==> src/rtl/aes_block_loader.sv <==
// Byte-serial loader feeding AES_Encrypt: packs 16 bytes (MSB first) into a plaintext
// block offered with valid/ready, or into the cipher key, which is only ever replaced whole.
module aes_block_loader #(
    parameter int                        BLOCK_BYTES = 16,
    parameter logic [8*BLOCK_BYTES-1:0]  KEY_RESET   = 128'h000102030405060708090a0b0c0d0e0f
) (
    input  logic                        clk,
    input  logic                        rst,
    input  logic [7:0]                  byte_in,
    input  logic                        byte_valid,
    input  logic                        load_key,
    input  logic                        flush,
    output logic                        byte_ready,
    output logic [8*BLOCK_BYTES-1:0]    block_out,
    output logic                        block_valid,
    input  logic                        block_ready,
    output logic [8*BLOCK_BYTES-1:0]    key_out,
    output logic                        key_loaded,
    output logic [3:0]                  fill_count
);

    localparam int         W    = 8 * BLOCK_BYTES;
    localparam logic [3:0] LAST = 4'(BLOCK_BYTES - 1);

    typedef enum logic [1:0] {
        IDLE = 2'd0,
        FILL = 2'd1,
        HOLD = 2'd2
    } state_t;

    state_t         state_q,      state_d;
    logic [3:0]     fill_count_q, fill_count_d;
    logic [W-1:0]   sreg_q,       sreg_d;
    logic           mode_q,       mode_d;
    logic [W-1:0]   block_out_q,  block_out_d;
    logic [W-1:0]   key_out_q,    key_out_d;
    logic           key_loaded_q, key_loaded_d;

    logic           accept;
    logic [W-1:0]   shifted;

    assign byte_ready = (state_q != HOLD);
    assign accept     = byte_valid && byte_ready && !flush;
    assign shifted    = {sreg_q[W-9:0], byte_in};

    always_comb begin
        state_d      = state_q;
        fill_count_d = fill_count_q;
        sreg_d       = sreg_q;
        mode_d       = mode_q;
        block_out_d  = block_out_q;
        key_out_d    = key_out_q;
        key_loaded_d = key_loaded_q;

        // flush wins over both byte acceptance and the block handshake
        if (flush) begin
            state_d      = IDLE;
            fill_count_d = 4'd0;
        end else begin
            case (state_q)
                IDLE: begin
                    if (accept) begin
                        sreg_d       = shifted;
                        mode_d       = load_key;
                        fill_count_d = 4'd1;
                        state_d      = FILL;
                    end
                end
                FILL: begin
                    if (accept) begin
                        sreg_d = shifted;
                        if (fill_count_q == LAST) begin
                            fill_count_d = 4'd0;
                            if (mode_q) begin
                                key_out_d    = shifted;
                                key_loaded_d = 1'b1;
                                state_d      = IDLE;
                            end else begin
                                block_out_d = shifted;
                                state_d     = HOLD;
                            end
                        end else begin
                            fill_count_d = fill_count_q + 4'd1;
                        end
                    end
                end
                HOLD: begin
                    if (block_ready) begin
                        state_d = IDLE;
                    end
                end
                default: begin
                    state_d      = IDLE;
                    fill_count_d = 4'd0;
                end
            endcase
        end
    end

    always_ff @(posedge clk or posedge rst) begin
        if (rst) begin
            state_q      <= IDLE;
            fill_count_q <= 4'd0;
            sreg_q       <= '0;
            mode_q       <= 1'b0;
            block_out_q  <= '0;
            key_out_q    <= KEY_RESET;
            key_loaded_q <= 1'b0;
        end else begin
            state_q      <= state_d;
            fill_count_q <= fill_count_d;
            sreg_q       <= sreg_d;
            mode_q       <= mode_d;
            block_out_q  <= block_out_d;
            key_out_q    <= key_out_d;
            key_loaded_q <= key_loaded_d;
        end
    end

    assign block_out   = block_out_q;
    assign block_valid = (state_q == HOLD);
    assign key_out     = key_out_q;
    assign key_loaded  = key_loaded_q;
    assign fill_count  = fill_count_q;

endmodule
==> config.mk <==
export PLATFORM = sky130hd
export DESIGN_NAME = aes_block_loader
export DESIGN_NICKNAME = d
export VERILOG_FILES = /design/src/rtl/aes_block_loader.sv
export SDC_FILE = /design/constraint.sdc
export NUM_CORES = 1
export LEC_CHECK = 0
export BUFFER_PORTS_ARGS = -buffer_cell sky130_fd_sc_hd__buf_2
export CAP_MARGIN = 40
export CORE_AREA = 3 3 184 221
export CTS_CLUSTER_SIZE = 14
export DETAILED_ROUTE_END_ITERATION = 6
export DIE_AREA = 0 0 187 224
export MAX_ROUTING_LAYER = met4
export RECOVER_POWER = 100
export SYNTH_ARGS = -nofsm -noshare
export SYNTH_HDL_FRONTEND = slang
export SYNTH_SLANG_ARGS = --single-unit
==> constraint.sdc <==
create_clock -name clk -period 12.2 [get_ports clk]
set_clock_uncertainty 0.15 [all_clocks]
set_input_delay 1.22 -clock clk [delete_from_list [all_inputs] [get_ports clk]]
set_output_delay 1.22 -clock clk [all_outputs]
set_load 0.01 [all_outputs]
==> summary.md <==
| Metric | Value |
|---|---|
| Pwr per Cell Area | `177 mW/mm²` |
| Chip width | `187 µm` |
| # rows | `79` |
| DRC | `0` |
| CP max-delay cell | `clkinvlp_2` |
| Reg2reg setup slack | `7110 ps` |
| Postcts setup bufs | `0` |
| Fin. max-slew vios | `324` |
| Number of I/O port buffers | `276` |
| FF-to-FF path depth | `5` |
| Synth cell types | `35` |
| DRC violation total after the first TritonRoute iteration | `281` |
| Peak VDD IR | `0.0000937 V` |
| Post-Layout Cell Count | `1,692` |
| Cts hold-fix bufs | `0` |
| Logic gate share of total power | `7.1%` |
| Leak pwr | `0.00837 µW` |
| Int Power | `2310 µW` |
| Fillers | `3,651` |
| Clk_lat worst skew | `520 ps` |
| Setup TNS | `0 ps` |
| Die ar. | `0.0419 mm²` |
| FF+latch count, synth | `384` |
| Largest net degree at the start of global routing | `129` |
| Worst EP arrival | `6820 ps` |
| Reg clk slew, reported paths | `60 ps` |
| Hpwl dp | `21.2 mm` |
| Async SR Flop Fraction | `100%` |
| Delay-heaviest family, CP | `buffers and inverters` |
| Clock group share of total power | `39.2%` |
| First-pass GRT wire length | `51.9 mm` |
| Most used DFF post-synth | `dfrtp_1` |
| Slew at the pin closest to its max-slew limit | `4340 ps` |
| Sw Share | `24.7%` |
| Share of post-route cells with drive strength above 1 | `30.4%` |
| Die height | `224 µm` |
| Hold Vio Cnt, Final | `0` |
| Synth Warn # | `0` |
| Total of max-cap violations | `6` |
| Failing checks | `capacitance limit, slew limit` |
| Initial Utilization | `38.6%` |
| CTS H-tree depth | `2` |
| WP data required | `12,680 ps` |
| Syn nets | `862` |
| N_diodes | `0` |
| Worst path max stage delay | `2390 ps` |
| Rel. slew slack | `-191%` |
| Via Count | `8,065` |
| Crit path launch type | `primary input` |
| Wirelength per Cell | `19.2 µm` |
| Crit-path max FO | `99` |
| Hold Path Cell Cnt | `1` |
| Final wirelength | `32.5 mm` |
| Vias in the first global route | `8,699` |
| Hold/Removal Path Class | `flip-flop to flip-flop` |
| Post-synth EDFFs | `0` |
| Synthesized instance count | `847` |
| Seq pwr share | `53.7%` |
| Synthesis-to-layout area growth | `15.7%` |
| TritonCTS buffer count | `39` |
| Synth Cell Area | `0.0150 mm²` |
| CTS tree | `built` |
| Final period utilization | `52.0%` |
| Worst path depth | `6` |
| Status | `complete, but fails checks` |
| Clock Path Buffers | `3` |
| Part of the Yosys area used for sequential elements | `64.3%` |
| Syn Area/Cell | `17.7 µm²` |
| Vias per inst | `4.77` |
| DRT antenna net count | `0` |
| Max frequency | `158 MHz` |
| Worst setup path class | `primary input to async pin` |
| CTS Root Buffer Type | `clkbuf_16` |
| Num ports | `277` |
| Fin area | `0.0174 mm²` |
| Dpl cells | `1,621` |
| Number of gates resized after CTS | `0` |
| Critical Path Most Common Cell | `clkbuf_1` |
| RSZ-0062 raised after global routing | `no` |
| Initial antenna violation count | `0` |
| Setup Viol. Count Final | `0` |
| GP Congestion | `0.787` |
| Total grt overflow | `0` |
| CP bufs+invs | `6` |
| Final net count | `1,151` |
| Min cycle time layout | `6340 ps` |
| Psw | `757 µW` |
| Clk sink count | `384` |
| Critical-path cell list | `buf_2 -> clkinvlp_2 -> clkbuf_1 -> buf_12 -> clkbuf_1 -> buf_16` |
| CP endpoint kind | `async pin` |
| Core footprint | `0.0388 mm²` |
| TritonRoute pass-1 iters | `4` |
| Post-DP Area | `0.0168 mm²` |
| All-Layer GR Usage | `15.8%` |
## metal layers
layer	GRT usage (%)	up-vias	part of all wire, %
met2	26.6	184	50
met1	19.3	4241	42
li1	-	3587	-
met4	4.64	0	2.4
met3	3.30	53	4.8
met5	-	-	0
## Yosys cell counts (all sizes together), types with 2 or more instances
| cell type | instances | area (µm²) |
|---|---|---|
| nand2b | 2 | 12.5 |
| buf | 44 | 450 |
| inv | 3 | 11.3 |
| o211ai | 2 | 15.0 |
| nor2 | 3 | 13.8 |
| o21ai | 4 | 20.0 |
| nand2 | 2 | 10.0 |
| dfstp | 32 | 841 |
| and3 | 2 | 12.5 |
| mux2 | 377 | 4620 |
| a21oi | 4 | 20.0 |
| nor2b | 4 | 25.0 |
| dfrtp | 352 | 8810 |
| nand3 | 2 | 10.0 |
## registers in the layout, summed over array words and instances, names as in the netlist
register,count
mode_q,1
block_out,128
fill_count,4
key_loaded,1
key_out,128
sreg_q,120
state_q,2
## layout make-up
| class | instances | area (µm²) | area share [%] |
|---|---|---|---|
| Clock buffer | 65 | 1260 | 7.23 |
| Clock inverter | 6 | 57.6 | 0.331 |
| Inverter | 3 | 12.5 | 0.0721 |
| Multi-Input combinational cell | 416 | 4500 | 25.9 |
| Sequential cell | 384 | 9650 | 55.6 |
| Tap cell | 526 | 658 | 3.79 |
| Timing Repair Buffer | 292 | 1230 | 7.10 |
## layout by cell type, fill, tap and decap left out, types with 3 or more instances in the layout
cell type  count
clkinv_2       4
buf_12         3
mux2_1       135
buf_16         3
clkbuf_1     283
buf_2         13
clkbuf_8      14
mux2_2       240
clkbuf_16     41
dfstp_2       31
nor2_1         3
nor2b_1        4
dfrtp_1      352
a21oi_1        4
o21ai_0        4
## logic make-up (layout without fill, tap and decap cells)
group,after synthesis,count (layout),share of synthesized area (%)
compound gates,14,14,0.584
mux,377,377,30.8
fa+ha+maj,1,1,0.0834
simple gates,24,24,1.14
flops,384,384,64.3
buf+inv,47,366,3.08
## power groups by stage
stage	Combinational, µW	Sequential, µW	Clock (µW)
after detailed placement	226	1690	0
after floorplan	196	1570	0
final	218	1650	1200
after global placement	213	1680	0
after CTS	228	1660	1240
after global routing	247	1680	1290
## stage by stage
stage / hold slack (ps) / worst slack [ps] / utilization [%] / power [µW]
6_report: 335 / 5860 / 44.7 / 3070
5_1_grt: 351 / 4900 / 44.7 / 3220
4_1_cts: 341 / 9060 / 46.8 / 3130
3_5_place_dp: 304 / 8500 / 43.4 / 1910
3_3_place_gp: 300 / 8280 / 43.0 / 1890
2_1_floorplan: 338 / 212 / - / 1770
## final timing paths
path / startpoint / endpoint
max: rst / key_out[1]$_DFFE_PP1P_
min: block_out[2]$_DFFE_PP0P_ / block_out[2]$_DFFE_PP0P_
max reg2reg: state_q[1]$_DFFE_PP0P_ / sreg_q[106]$_DFFE_PP0P_
min reg2reg: block_out[2]$_DFFE_PP0P_ / block_out[2]$_DFFE_PP0P_
min in group asynchronous: rst / block_out[48]$_DFFE_PP0P_
max in group clk: byte_valid / sreg_q[106]$_DFFE_PP0P_
No activity file was read; power rests on OpenSTA's default activity.
